**src/rtl/str_blit_ctrl.sv**
```systemverilog
// String blitter: walks a row of glyphs from a glyph ROM and emits one registered pixel per raster pixel.
// Optional STR_BLIT_SCALE2_EN doubles every glyph pixel horizontally and vertically.
module str_blit_ctrl #(
    parameter int width_p      = 32,
    parameter int rows_p       = 64,
    parameter int glyphs_p     = 4,
    parameter int addr_width_p = 8
) (
    input  logic                    clk_i,
    input  logic                    reset_i,
    input  logic                    frame_start_i,
    input  logic                    enable_i,
    input  logic [9:0]              origin_x_i,
    input  logic [9:0]              origin_y_i,
    input  logic                    pix_en_i,
    input  logic [9:0]              x_i,
    input  logic [9:0]              y_i,
    output logic [addr_width_p-1:0] rom_addr_o,
    input  logic [width_p-1:0]      rom_data_i,
    output logic                    pixel_o,
    output logic                    active_o,
    output logic                    line_done_o
);

`ifdef STR_BLIT_SCALE2_EN
    localparam int S = 2;
`else
    localparam int S = 1;
`endif
    localparam int CW = (width_p  > 1) ? $clog2(width_p)  : 1;
    localparam int GW = (glyphs_p > 1) ? $clog2(glyphs_p) : 1;
    localparam int RW = (rows_p   > 1) ? $clog2(rows_p)   : 1;
    localparam logic [CW-1:0] COL_LAST = CW'(width_p - 1);
    localparam logic [GW-1:0] GLY_LAST = GW'(glyphs_p - 1);
    localparam logic [10:0]   Y_SPAN   = 11'(rows_p * S);

    typedef enum logic [1:0] {IDLE, ACTIVE, LINE_END} state_t;

    state_t          state_q;
    logic [9:0]      ox_q, oy_q;
    logic            en_q;
    logic [GW-1:0]   glyph_q;
    logic [CW-1:0]   col_q;
    logic [RW-1:0]   row_q;

    logic [9:0]      dy;
    logic            y_in, entry, is_act, emit;
    logic [RW-1:0]   row_y, cur_row;
    logic [GW-1:0]   cur_glyph, glyph_nxt;
    logic [CW-1:0]   cur_col, col_nxt;
    logic            col_step, col_wrap, last_pix, pix_bit;

    assign dy     = y_i - oy_q;
    assign y_in   = (y_i >= oy_q) && ({1'b0, dy} < Y_SPAN);
    assign row_y  = RW'(dy >> (S - 1));
    assign is_act = (state_q == ACTIVE);
    assign entry  = (state_q == IDLE) && pix_en_i && en_q && (x_i == ox_q) && y_in;
    assign emit   = pix_en_i && (is_act || entry);

    // Outside ACTIVE the counters read as zero so the ROM word for the first pixel is ready on the entry cycle.
    assign cur_glyph = is_act ? glyph_q : '0;
    assign cur_col   = is_act ? col_q   : '0;
    assign cur_row   = is_act ? row_q   : row_y;

    assign rom_addr_o = addr_width_p'(cur_glyph) * addr_width_p'(rows_p) + addr_width_p'(cur_row);

`ifdef STR_BLIT_SCALE2_EN
    logic sub_q;
    logic cur_sub;
    assign cur_sub  = is_act ? sub_q : 1'b0;
    assign col_step = cur_sub;
`else
    assign col_step = 1'b1;
`endif

    assign col_wrap  = col_step && (cur_col == COL_LAST);
    assign last_pix  = col_wrap && (cur_glyph == GLY_LAST);
    assign col_nxt   = !col_step ? cur_col : (col_wrap ? '0 : cur_col + CW'(1));
    assign glyph_nxt = col_wrap ? cur_glyph + GW'(1) : cur_glyph;
    assign pix_bit   = rom_data_i[COL_LAST - cur_col];

    always_ff @(posedge clk_i) begin
        if (reset_i) begin
            state_q     <= IDLE;
            ox_q        <= '0;
            oy_q        <= '0;
            en_q        <= 1'b0;
            glyph_q     <= '0;
            col_q       <= '0;
            row_q       <= '0;
            pixel_o     <= 1'b0;
            active_o    <= 1'b0;
            line_done_o <= 1'b0;
`ifdef STR_BLIT_SCALE2_EN
            sub_q       <= 1'b0;
`endif
        end else if (frame_start_i) begin
            state_q     <= IDLE;
            ox_q        <= origin_x_i;
            oy_q        <= origin_y_i;
            en_q        <= enable_i;
            glyph_q     <= '0;
            col_q       <= '0;
            row_q       <= '0;
            pixel_o     <= 1'b0;
            active_o    <= 1'b0;
            line_done_o <= 1'b0;
`ifdef STR_BLIT_SCALE2_EN
            sub_q       <= 1'b0;
`endif
        end else begin
            pixel_o     <= 1'b0;
            active_o    <= 1'b0;
            line_done_o <= 1'b0;
            if (emit) begin
                pixel_o  <= pix_bit;
                active_o <= 1'b1;
                if (!is_act)
                    row_q <= row_y;
                if (last_pix) begin
                    state_q <= LINE_END;
                    glyph_q <= '0;
                    col_q   <= '0;
                end else begin
                    state_q <= ACTIVE;
                    glyph_q <= glyph_nxt;
                    col_q   <= col_nxt;
                end
`ifdef STR_BLIT_SCALE2_EN
                sub_q <= last_pix ? 1'b0 : ~cur_sub;
`endif
            end else if (state_q == LINE_END) begin
                line_done_o <= 1'b1;
                state_q     <= IDLE;
            end
        end
    end

endmodule

```
**config.mk**
```make
export PLATFORM = sky130hd
export DESIGN_NAME = str_blit_ctrl
export DESIGN_NICKNAME = d
export VERILOG_FILES = /design/src/rtl/str_blit_ctrl.sv
export SDC_FILE = /design/constraint.sdc
export NUM_CORES = 1
export LEC_CHECK = 0
export BUFFER_PORTS_ARGS = -buffer_cell sky130_fd_sc_hd__buf_2
export CORE_UTILIZATION = 46
export DETAILED_ROUTE_END_ITERATION = 8
export PLACE_DENSITY_LB_ADDON = 0.25
export SYNTH_ARGS = -nofsm -noshare
export SYNTH_HDL_FRONTEND = slang
export SYNTH_SLANG_ARGS = --single-unit
```
**constraint.sdc**
```tcl
create_clock -name clk_i -period 2.4 [get_ports clk_i]
set_input_delay 0.24 -clock clk_i [delete_from_list [all_inputs] [get_ports clk_i]]
set_output_delay 0.24 -clock clk_i [all_outputs]
set_load 0.02 [all_outputs]
```
# After elaboration in Yosys (flattened, before gate mapping)
# Index checks and enable logic that the tools add are counted.
# W data, S select, Z words.
[classes]
muxes = 14
order_cmp = 3
n_eq_ne = 5
bitwise = 1
addsub = 5
reduce_logical = 13
[ops]
columns = ["operator", "count"]
rows = [
  ["$mux W5", 3],
  ["$mux W2", 6],
  ["$eq A10 B10 Y1", 1],
  ["$ge A10 B10 Y1", 1],
  ["$lt A10 B7 Y1 const B", 1],
  ["$sub A10 B10 Y10", 1],
  ["$add A8 B6 Y8", 1],
  ["$logic_and A1 B1 Y1", 7],
  ["$lt A5 B6 Y1 const B", 1],
  ["$mux W6", 1],
  ["$reduce_or A3 Y1", 2],
  ["$add A5 B1 Y5 const B", 1],
  ["$bmux W1 S5", 1],
  ["$eq A5 B5 Y1 const B", 1],
  ["$sub A5 B5 Y5 const A", 1],
  ["$eq A2 B2 Y1 const B", 2],
  ["$mux W1", 3],
  ["$add A2 B1 Y2 const B", 1],
  ["$eq A2 B1 Y1 const B", 1],
  ["$logic_not A2 Y1", 1],
  ["$reduce_bool A2 Y1", 1],
  ["$reduce_or A2 Y1", 1],
  ["$logic_or A1 B1 Y1", 1],
  ["$not A1 Y1", 1],
]
[totals]
ff_bits = 39
elab_cells = 51

# Logic depth before layout (Yosys ltp)
[depth]
word_depth = 9
ltp_mapped = 11
depth_no_buf = 10

# Worst setup path before layout
# OpenSTA, ideal clock, no wires.
[synth_path]
path_kind = "register to register"
start = "register oy_q[0]"
end = "register col_q[2]"
t_required_ns = 2.268
path_stages_with_launch = 11
n_path_buf = 1
arrival_ns = 2.134
synth_period_minus_slack_ns = 2.267
path_slack_ns = 0.133
path_cell_list = "dfxtp_1 ha_1 fa_1 nor2b_1 o2111ai_1 and4_1 o221a_2 o221a_4 buf_6 nor3_1 nor3_2"
[synth_between]
elab_chain_cells = 6
elab_cells_between_ends = 7
cone_classes = "add/sub: 1; order compare: 2; reduce/logical: 4"
[synth_rtl]
columns = ["element", "line_no", "source"]
rows = [
  ["from (decl)", "40", "logic [9:0] ox_q, oy_q;"],
  ["from (signal assigned)", "100", "oy_q <= origin_y_i;"],
  ["$sub A10 B10 Y10", "53", "assign dy = y_i - oy_q;"],
  ["$lt A10 B7 Y1", "54", "assign y_in = (y_i >= oy_q) && ({1'b0, dy} < Y_SPAN);"],
  ["$logic_and A1 B1 Y1 (*)", "54", ""],
  ["$logic_and A1 B1 Y1 (*)", "57", "assign entry = (state_q == IDLE) && pix_en_i && en_q && (x_i == ox_q) && y_in;"],
  ["$logic_or A1 B1 Y1 (*)", "58", "assign emit = pix_en_i && (is_act || entry);"],
  ["$logic_and A1 B1 Y1 (*)", "58", ""],
  ["to (signal assigned)", "127", "col_q <= col_nxt;"],
  ["to (decl)", "43", "logic [CW-1:0] col_q;"],
]
# Every way passes the cells marked *; elsewhere a longest branch is shown, timed or not.
# A chain may end at the register's enable or synchronous reset.

# Worst setup path after layout
[layout_path]
start = "register oy_q[4]"
end = "register row_q[1]"
[layout_between]
elab_chain_cells = 6
elab_cells_between_ends = 7
cone_classes = "add/sub: 1; order compare: 2; reduce/logical: 4"
[layout_rtl]
columns = ["element", "line_no", "source"]
rows = [
  ["$sub A10 B10 Y10", "53", ""],
  ["$lt A10 B7 Y1", "54", ""],
  ["$logic_and A1 B1 Y1 (*)", "54", ""],
  ["$logic_and A1 B1 Y1 (*)", "57", ""],
  ["$logic_or A1 B1 Y1 (*)", "58", ""],
  ["$logic_and A1 B1 Y1 (*)", "58", ""],
  ["to (signal assigned)", "119", "row_q <= row_y;"],
  ["to (decl)", "44", "logic [RW-1:0] row_q;"],
]
# Marked as above.

==> key figures <==
Outcome
  • Status: finished clean

Power
  • Static Leak: 1.51 nW
  • Final total power: 1.49 mW
  • Pwr/cell area: 437 nW/um^2
  • Worst vdd ir: 0.349 mV

Cells and area
  • Ant. Diodes: 0
  • Nets: a little under 500
  • Most common cell after layout, fill and taps aside: buf_2
  • Fin cells: 477
  • Fraction of layout cells with a size suffix above 1: 36.5%
  • Synthesis-to-finish area growth: 30.3%
  • Finished layout cell area: 3410 um^2
  • Final Util: 61.9%
  • Most frequent cells in the layout: buf_2 (86), nor2_1 (46), dfxtp_1 (38)

Floorplan
  • Initial core utilization: a little under half
  • # IOs: 88
  • Die width: roughly 77 um
  • Die ar.: approximately 6000 um^2
  • Height of the chip: between 70 and 80 um
  • Core Rows: 27
  • Area of the core: 5510 um^2

Placement
  • Setup Slack @ Placement: -0.148 ns
  • Post-DP HPWL: 4860 um
  • GPL Wtd Cong: 0.798
  • Placed cell areas: 3170 um^2
  • Port Buffer Count: 87
  • Placed Cells: 468

CTS
  • Htree depth: 2
  • Clk_lat worst skew: 0.29 ns
  • Clock root cell: clkbuf_8
  • Reg clk slew, reported paths: about 0.080 ns
  • CTS Buf Count: 5
  • CTS tree: built
  • CTS Sinks: 39
  • Clk buf depth: 2

Logic synthesis
  • Distinct cell type count after synthesis: 60
  • Main flop type after synthesis: dfxtp_1
  • YS warnings: 0
  • Async S/R FF share, synth: 0%
  • Flops & latches, synth: 39
  • Syn Std Cell Area: 2620 um^2
  • Syn_nets: 404
  • Mapped Cells: 313
  • Mean Syn Cell Area: 8.35 um^2
  • Register area share after synthesis: 29.9%
  • Post-synth EDFFs: 0

Min path
  • End of the worst hold path: oy_q[2]
  • Hold Crit Class: input pin to flip-flop
  • Hold path depth: 3
  • Min-delay src: origin_y_i[2]

Route
  • Drt total wl: 6600 um
  • Antenna-violating nets left: 0
  • 1st-pass router iterations: 4
  • Via density: 5.39
  • Starting DRT DRC Count: 116
  • Vias: approximately 2.6k
  • DR WL/cell: 13.8 um
  • DRC errors left: 0

Global routing
  • Vias in the first global route: 2390
  • First-pass GRT wire length: 10600 um
  • Gr usage total: between 20% and 30%
  • Antenna violations before repair: 0
  • Overflow after GRT: 0
  • Largest net degree at the start of global routing: 24

Worst setup path
  • CP Max Fanout: 7
  • Flop2flop setup slack: 0.04 ns
  • Reg2reg start: oy_q[4]
  • R2R depth: 10
  • WP data required: roughly 2.6 ns
  • CP Capture Type: flip-flop
  • Setup CP Type: flip-flop to flip-flop
  • CP Data Arrival Time: around 2.5 ns
  • Critical Path Start Type: flip-flop
  • FF-to-FF End: row_q[1]

Timing
  • Hold slack final: around 0.19 ns
  • Slew HR: around two thirds
  • Worst-Margin Slew: between 0.4 and 0.5 ns
  • Period minus WS final: about 2.4 ns
  • Setup_tns: 0 ns
  • Final WS setup: 0.0372 ns
  • Pins over their slew limit: 0
  • Final setup viols: 0
  • Highest clock rate: roughly 420 MHz
  • Endpoints failing hold: 0
  • Setup repair after global routing missed its margin: true
  • Fin Clk Skew: between 0.009 and 0.01 ns
  • Final worst-path cycle share: 98.4%

Flow run
  • Max Cap Viol: 0
sequential cells by signal, indices dropped and copies added (netlist names):
signal	cells
ox_q	10
oy_q	10
row_q	6
col_q	5
glyph_q	2
state_q	2
active_o	1
en_q	1
line_done_o	1
pixel_o	1
area by class of cell:
type | instances | area [um^2]
Multi-Input combinational cell | 237 | 1820
Timing Repair Buffer | 105 | 581
Fill cell | 491 | 2100
Clock buffer | 6 | 72.6
Tap cell | 72 | 90.1
Inverter | 18 | 67.6
Sequential cell | 39 | 782
routing by layer:
layer | routed length [um] | up-vias | GRT usage, % | share of wire (%)
met3 | 361 | 11 | 4.59 | 5.5
met1 | 2890 | 1165 | 25.8 | 44
li1 | - | 1305 | - | -
met5 | 0 | - | 0 | 0
met2 | 3240 | 90 | 38.6 | 49
met4 | 102 | 0 | 7.74 | 1.5
power by group:
part           switching, mW  leakage [nW]  internal [mW]  total, mW
sequential            0.0125         0.319          0.668      0.681
combinational          0.208          1.15          0.187      0.395
clock                  0.222        0.0371          0.194      0.416
total                  0.442          1.51           1.05       1.49
worst max-delay path, cell delays in order, from the launching register on:
cell and delay (ns):
dfxtp_1 0.33, inv_1 0.04, ha_1 0.30, and2_1 0.19, a31oi_2 0.23, nand4b_1 0.24, and3_4 0.25, o221a_4 0.28
buf_4 0.15, o21ai_1 0.14, a21oi_1 0.09
worst max-delay path by stage:
| stage | start | to | slack, ns | cells past startpoint |
|---|---|---|---|---|
| after floorplan | oy_q[0] | col_q[2] | 0.13 | 10 |
| after global placement | y_i[0] | row_q[1] | -0.03 | 12 |
| after detailed placement | y_i[0] | row_q[1] | -0.15 | 12 |
| after CTS | oy_q[6] | row_q[3] | 0.02 | 10 |
| after global routing | oy_q[4] | row_q[1] | -0.04 | 10 |
| final | oy_q[4] | row_q[1] | 0.04 | 10 |
synth_stat cells (2+ instances only):
cell        n  area share (%)
clkbuf_1   15             2.2
xnor2_1    15             5.0
inv_1      18             2.6
mux2i_1    24             9.2
and4_1      2            0.67
nor3_1      6             1.1
a31oi_1     4            0.96
buf_1       2            0.29
a21oi_1    20             3.8
dfxtp_1    39              30
nand3b_1    3            0.86
nand2_1    10             1.4
a21oi_2     2            0.67
and2_1      5             1.2
nor2b_1     4            0.96
o2111ai_1   4             1.3
nor3b_1     2            0.57
o221ai_1    2            0.67
nor2_1     46             6.6
nand3_1     9             1.7
nor3_2      6             2.3
nand2b_1    5             1.2
o21ai_0    10             1.9
o21ai_1     5            0.96
nor4_1      2            0.48
ha_1       13             6.2
a211oi_2    2            0.96
mux4_2      2             1.7
and3_1      3            0.72
nand4_1     3            0.72
logic make-up after synthesis:
group                      share of synthesized area (%)
AOI/OAI and AO/OA                                   18.2
xor gates and xnor gates                            5.02
adders and majority gates                           6.99
buffers and inverters                               5.93
DFF                                                 29.9
muxes                                               11.3
and+or+nand+nor                                     22.6
timing repair:
| action | in CTS | in global routing |
|---|---|---|
| gates cloned | 1 | 0 |
| endpoints found under the setup margin | 16 | 16 |
| pin swaps | 2 | 11 |
| resized for setup | 8 | 20 |
| buffers inserted | 1 | 1 |
| hold buffers | 0 | 0 |
Power figures use the tool's default switching activity.
